**src/rtl/eater_pkg.sv**
```systemverilog
// Shared definitions for the microcoded CPU control path: control-word bit
// positions, opcodes and default microstep counts.
package eater_pkg;

  localparam int NUM_STEPS_DEF   = 5;
  localparam int FETCH_STEPS_DEF = 2;

  localparam int B_HLT = 15;
  localparam int B_MI  = 14;
  localparam int B_RI  = 13;
  localparam int B_RO  = 12;
  localparam int B_IO  = 11;
  localparam int B_II  = 10;
  localparam int B_AI  = 9;
  localparam int B_AO  = 8;
  localparam int B_EO  = 7;
  localparam int B_SU  = 6;
  localparam int B_BI  = 5;
  localparam int B_OI  = 4;
  localparam int B_CE  = 3;
  localparam int B_CO  = 2;
  localparam int B_J   = 1;
  localparam int B_FI  = 0;

  localparam logic [3:0] OP_NOP = 4'h0;
  localparam logic [3:0] OP_LDA = 4'h1;
  localparam logic [3:0] OP_ADD = 4'h2;
  localparam logic [3:0] OP_SUB = 4'h3;
  localparam logic [3:0] OP_STA = 4'h4;
  localparam logic [3:0] OP_LDI = 4'h5;
  localparam logic [3:0] OP_JMP = 4'h6;
  localparam logic [3:0] OP_JC  = 4'h7;
  localparam logic [3:0] OP_JZ  = 4'h8;
  localparam logic [3:0] OP_OUT = 4'hE;
  localparam logic [3:0] OP_HLT = 4'hF;

  function automatic logic [15:0] cw_bit(input int idx);
    return 16'(1) << idx;
  endfunction

  localparam logic [15:0] CW_HLT = cw_bit(B_HLT);

endpackage

```
**src/rtl/ctrl_microcode.sv**
```systemverilog
// Combinational microcode ROM: (opcode, microstep, flags) -> control word.
module ctrl_microcode
  import eater_pkg::*;
(
  input  logic [3:0]  opcode,
  input  logic [2:0]  step,
  input  logic        ovf,
  input  logic        zf,
  output logic [15:0] word
);

  localparam logic [15:0] CW_FETCH0 = cw_bit(B_MI) | cw_bit(B_CO);
  localparam logic [15:0] CW_FETCH1 = cw_bit(B_RO) | cw_bit(B_II) | cw_bit(B_CE);
  localparam logic [15:0] CW_MADDR  = cw_bit(B_IO) | cw_bit(B_MI);
  localparam logic [15:0] CW_JUMP   = cw_bit(B_IO) | cw_bit(B_J);
  localparam logic [15:0] CW_ALU    = cw_bit(B_EO) | cw_bit(B_AI) | cw_bit(B_FI);

  always_comb begin
    word = '0;
    case (step)
      3'd0: word = CW_FETCH0;
      3'd1: word = CW_FETCH1;
      3'd2: begin
        case (opcode)
          OP_LDA, OP_ADD, OP_SUB, OP_STA: word = CW_MADDR;
          OP_LDI: word = cw_bit(B_IO) | cw_bit(B_AI);
          OP_JMP: word = CW_JUMP;
          OP_JC:  word = ovf ? CW_JUMP : 16'h0000;
          OP_JZ:  word = zf  ? CW_JUMP : 16'h0000;
          OP_OUT: word = cw_bit(B_AO) | cw_bit(B_OI);
          OP_HLT: word = CW_HLT;
          default: ;
        endcase
      end
      3'd3: begin
        case (opcode)
          OP_LDA:         word = cw_bit(B_RO) | cw_bit(B_AI);
          OP_ADD, OP_SUB: word = cw_bit(B_RO) | cw_bit(B_BI);
          OP_STA:         word = cw_bit(B_AO) | cw_bit(B_RI);
          default: ;
        endcase
      end
      3'd4: begin
        case (opcode)
          OP_ADD: word = CW_ALU;
          OP_SUB: word = CW_ALU | cw_bit(B_SU);
          default: ;
        endcase
      end
      default: ;
    endcase
  end

endmodule

```
**src/rtl/ctrl_sequencer.sv**
```systemverilog
// Microstep counter with halt latch; the control word comes from ctrl_microcode
// and is forced to HLT once the sequencer has halted.
module ctrl_sequencer
  import eater_pkg::*;
#(
  parameter int NUM_STEPS   = NUM_STEPS_DEF,
  parameter int FETCH_STEPS = FETCH_STEPS_DEF
) (
  input  logic        clk,
  input  logic        rst,
  input  logic        run,
  input  logic [7:0]  instruction_data,
  input  logic        ovf,
  input  logic        zf,
  output logic [15:0] ctrl_state,
  output logic [2:0]  step,
  output logic        halted
);

  localparam logic [2:0] LAST_STEP  = 3'(NUM_STEPS - 1);
  localparam logic [2:0] FETCH_STEP = 3'(FETCH_STEPS);

  logic [2:0]  step_q, step_d;
  logic        halted_q, halted_d;
  logic [15:0] mc_word;
  logic        unused_operand;

  assign unused_operand = ^instruction_data[3:0];

  ctrl_microcode u_microcode (
    .opcode (instruction_data[7:4]),
    .step   (step_q),
    .ovf    (ovf),
    .zf     (zf),
    .word   (mc_word)
  );

  assign ctrl_state = halted_q ? CW_HLT : mc_word;
  assign step       = step_q;
  assign halted     = halted_q;

  // An all-zero execute step ends the instruction early; fetch steps always run.
  always_comb begin
    step_d   = step_q;
    halted_d = halted_q;
    if (run && !halted_q) begin
      if (ctrl_state[B_HLT]) begin
        halted_d = 1'b1;
      end else if (step_q == LAST_STEP) begin
        step_d = '0;
      end else if (step_q >= FETCH_STEP && ctrl_state == 16'h0000) begin
        step_d = '0;
      end else begin
        step_d = step_q + 3'd1;
      end
    end
  end

  always_ff @(posedge clk or posedge rst) begin
    if (rst) begin
      step_q   <= '0;
      halted_q <= 1'b0;
    end else begin
      step_q   <= step_d;
      halted_q <= halted_d;
    end
  end

endmodule
```
**config.mk**
```make
export PLATFORM = sky130hd
export DESIGN_NAME = ctrl_sequencer
export DESIGN_NICKNAME = d
export VERILOG_FILES = /design/src/rtl/eater_pkg.sv /design/src/rtl/ctrl_microcode.sv /design/src/rtl/ctrl_sequencer.sv
export SDC_FILE = /design/constraint.sdc
export NUM_CORES = 1
export LEC_CHECK = 0
export BUFFER_PORTS_ARGS = -buffer_cell sky130_fd_sc_hd__buf_2
export CAP_MARGIN = 20
export CORE_MARGIN = 4
export CORE_UTILIZATION = 35
export DETAILED_ROUTE_END_ITERATION = 8
export PLACE_DENSITY = 0.63
export SETUP_SLACK_MARGIN = 0.2
export SLEW_MARGIN = 20
export SYNTH_ARGS = -nofsm -noshare
export SYNTH_HDL_FRONTEND = slang
export SYNTH_SLANG_ARGS = --single-unit
export TNS_END_PERCENT = 100
```
**constraint.sdc**
```tcl
create_clock -name clk -period 3.2 [get_ports clk]
set_clock_uncertainty 0.2 [all_clocks]
set_input_delay 0.8 -clock clk [delete_from_list [all_inputs] [get_ports clk]]
set_output_delay 0.8 -clock clk [all_outputs]
set_load 0.02 [all_outputs]
```
==> results.md <==
* Status: completed
* Mapped cell area at ~640 µm²
* Total GRT Usage at 15.0%
* # rows at 15
* Layout cells sized above 1 at between 40% and 50%
* CP startpoint: step[0]
* PortBufs at 28
* Post-synth ARST share at between 90% and 100%
* DRC Markers at 0
* Post-synth top area cell: dfrtp_1
* DR iter-0 viols at 10
* Arr. time, crit path at between 1500 and 2000 ps
* Starting density of the core at 37.0%
* CP cell instances: inv_2 -> ha_4 -> or3b_4 -> or4b_4 -> nand2_2 -> buf_6
* FF+latch count, synth at 4
* Main synth FF type: dfrtp_1
* R2r setup slk at 910 ps
* Setup WS pre-CTS at between 200 and 300 ps
* Antenna diodes at 0
* Cells after synthesis at 86
* Worst setup path endpoint: ctrl_state[14]
* Vias in the first global route at between 600 and 700
* Max VDD drop at 0.405 mV
* Post-synth EDFFs at 0
* DR top layer: met3
* CTS Buf Count at 3
* Lkg Pwr at 0.465 nW
* Via count at 732
* Grt ovf at 0
* Buffers plus inverters on the worst setup path at 2
* Clock sink count at 4
* CP max stage cell: or4b_4
* Post-synth cell types at 41
* Slew headroom at 74.8%
* Final Setup Violations at 0
* Worst r2r src: step[0]
* Max-slew violations at 0
* # IOs at 33
* Hold Path Class: input port to asynchronous set/reset pin
* Largest net degree at the start of global routing at 12
* Die Footprint at 0.00257 mm²
* Yosys warning count at 0
* Global-route wire length before repair at 3.04 mm
* Synth-to-Final Area Change at 42.1%
* R2R depth at 8
* Dpl hpwl at 1.43 mm
* Vias per cell at slightly above 5
* Reg clk slew, reported paths at 40 ps
* Mapped Nets at ~100
* Min Clock Period, post-route at 2960 ps
* Hold Vio Cnt, Final at 0
* Max capacitance violation total at 0
* Pwr per Cell Area at 854 mW/mm²
* CP Data Required Time at 2200 ps
* Crit path max-delay family: simple AND/OR/NAND/NOR gates
* Die width at 50.7 µm
* Fmax at ~340 MHz
* Critical path launch point type: register
* # hold bufs at CTS at 0
* CP Max Fanout at 2
* Metal3 WL at 57 µm
* Antenna viol nets, final at 0
* Initial antenna violation count at 0
* Die H at about 50 µm
* Pre-antenna DRT Iters at 4
* Syn Area/Cell at 7.43 µm²
* DRT met1 WL at 794 µm
* Fin cells at 143
* Synth top area share at 15.7%
* End of the worst register-to-register path: step[2]
* Top post-synthesis cells by area: dfrtp_1 16%, ha_1 9.8%, nand2_1 5.9%
* CTS tree: built
* # nets final at 138
* CP endpoint kind: output port
* CP Class: register to output port
* Core area at approximately 0.0017 mm²
* Setup TNS at 0 ps
* Final Cycle Share at between 90% and 100%
* Worst slew pin tran at 375 ps
* Post-route cell area at 908 µm²
* DP Cell Count at 135
* RePlAce Congestion at 0.808
* Skew-Pair Late Insertion Delay at 230 ps
* Seq/Total Area, Yosys at 15.7%
* Finished Core Util at around 53%
* Post-route setup slack at 244 ps
* Met2 wire len at 985 µm
* Number of cells on the critical path at 6
* Final wirelength at approximately 1.8 mm
* Clock Tree Buf Depth at 2
* Post-Place Cell Area at 792 µm²
* H-tree depth at 1
* Routed wire per std cell at 12.8 µm
* Slowest stage delay, CP at roughly 550 ps
* CTS root buffer: clkbuf_4
* RSZ-0062 raised after global routing: true
state kept, by name (all words and copies together) (netlist names):
signal / flops
halted: 1
step: 3
cell families (layout without fill, tap and decap cells):
group / count (synthesis) / count (layout) / share of synthesized area [%]
AO/OA/AOI/OAI: 14 / 14 / 17.0
adder cells (fa/ha/maj): 5 / 5 / 9.78
buffers and inverters: 14 / 46 / 10.8
flip-flops: 4 / 4 / 15.7
multiplexers: 1 / 1 / 1.57
AND/OR/NAND/NOR: 48 / 48 / 45.2
per-stage QoR:
stage	hold slack, ps	power [W]
2_1_floorplan	366	0.000491
3_3_place_gp	362	0.000617
3_5_place_dp	375	0.000620
4_1_cts	241	0.000746
5_1_grt	246	0.000850
6_report	243	0.000776
placed cells by master, fill, tap and decap left out, types with 2 or more instances in the layout:
master	count
nor4_2	2
nor3_2	2
ha_1	3
and2b_1	2
and3_1	2
inv_1	7
nor2_1	6
nand2b_1	3
buf_4	8
clkbuf_4	3
and2_1	3
nand4_1	2
nor3_1	2
buf_2	26
o21ai_1	2
nand2_1	9
dfrtp_1	3
nor2b_1	4
power by group:
group / switching, W / internal [W]
Combinational: 0.000349 / 0.000260
Sequential: 0.0000312 / 0.0000747
Clock: 0.0000188 / 0.0000418
Total: 0.000399 / 0.000377
Yosys cell counts (all sizes together) (3+ instances only):
| library cell | instances |
|---|---|
| clkbuf | 3 |
| ha | 5 |
| nand4 | 3 |
| and2 | 3 |
| nor2 | 6 |
| buf | 3 |
| o21ai | 3 |
| nand2b | 3 |
| nand2 | 10 |
| dfrtp | 4 |
| inv | 8 |
| nor3 | 4 |
| nor2b | 4 |
worst min path at each step:
stage / end / slack, ps
4_1_cts: step[0] / 240
3_5_place_dp: step[0] / 370
2_1_floorplan: halted / 370
5_1_grt: step[0] / 250
6_report: step[0] / 240
3_3_place_gp: step[0] / 360
per-layer routing:
layer  vias up  track usage (%)
met5         -                0
met4         0             1.35
met3         0             3.56
met2        13             27.4
met1       354             18.2
li1        365                -
timing repair:
action	CTS	global route
setup endpoints to repair	1	9
setup buffers	5	0
pin swaps	2	3
resized for setup	5	10
cell type report:
cell class / count / area [µm²]
sequential: 4 / 101
tap: 25 / 31.3
timing repair buffer: 35 / 201
inverter: 8 / 30.0
clock buffer: 3 / 22.5
fill: 179 / 818
multi-input combinational: 68 / 522
Note: power is estimated with default switching activity, not from simulation.
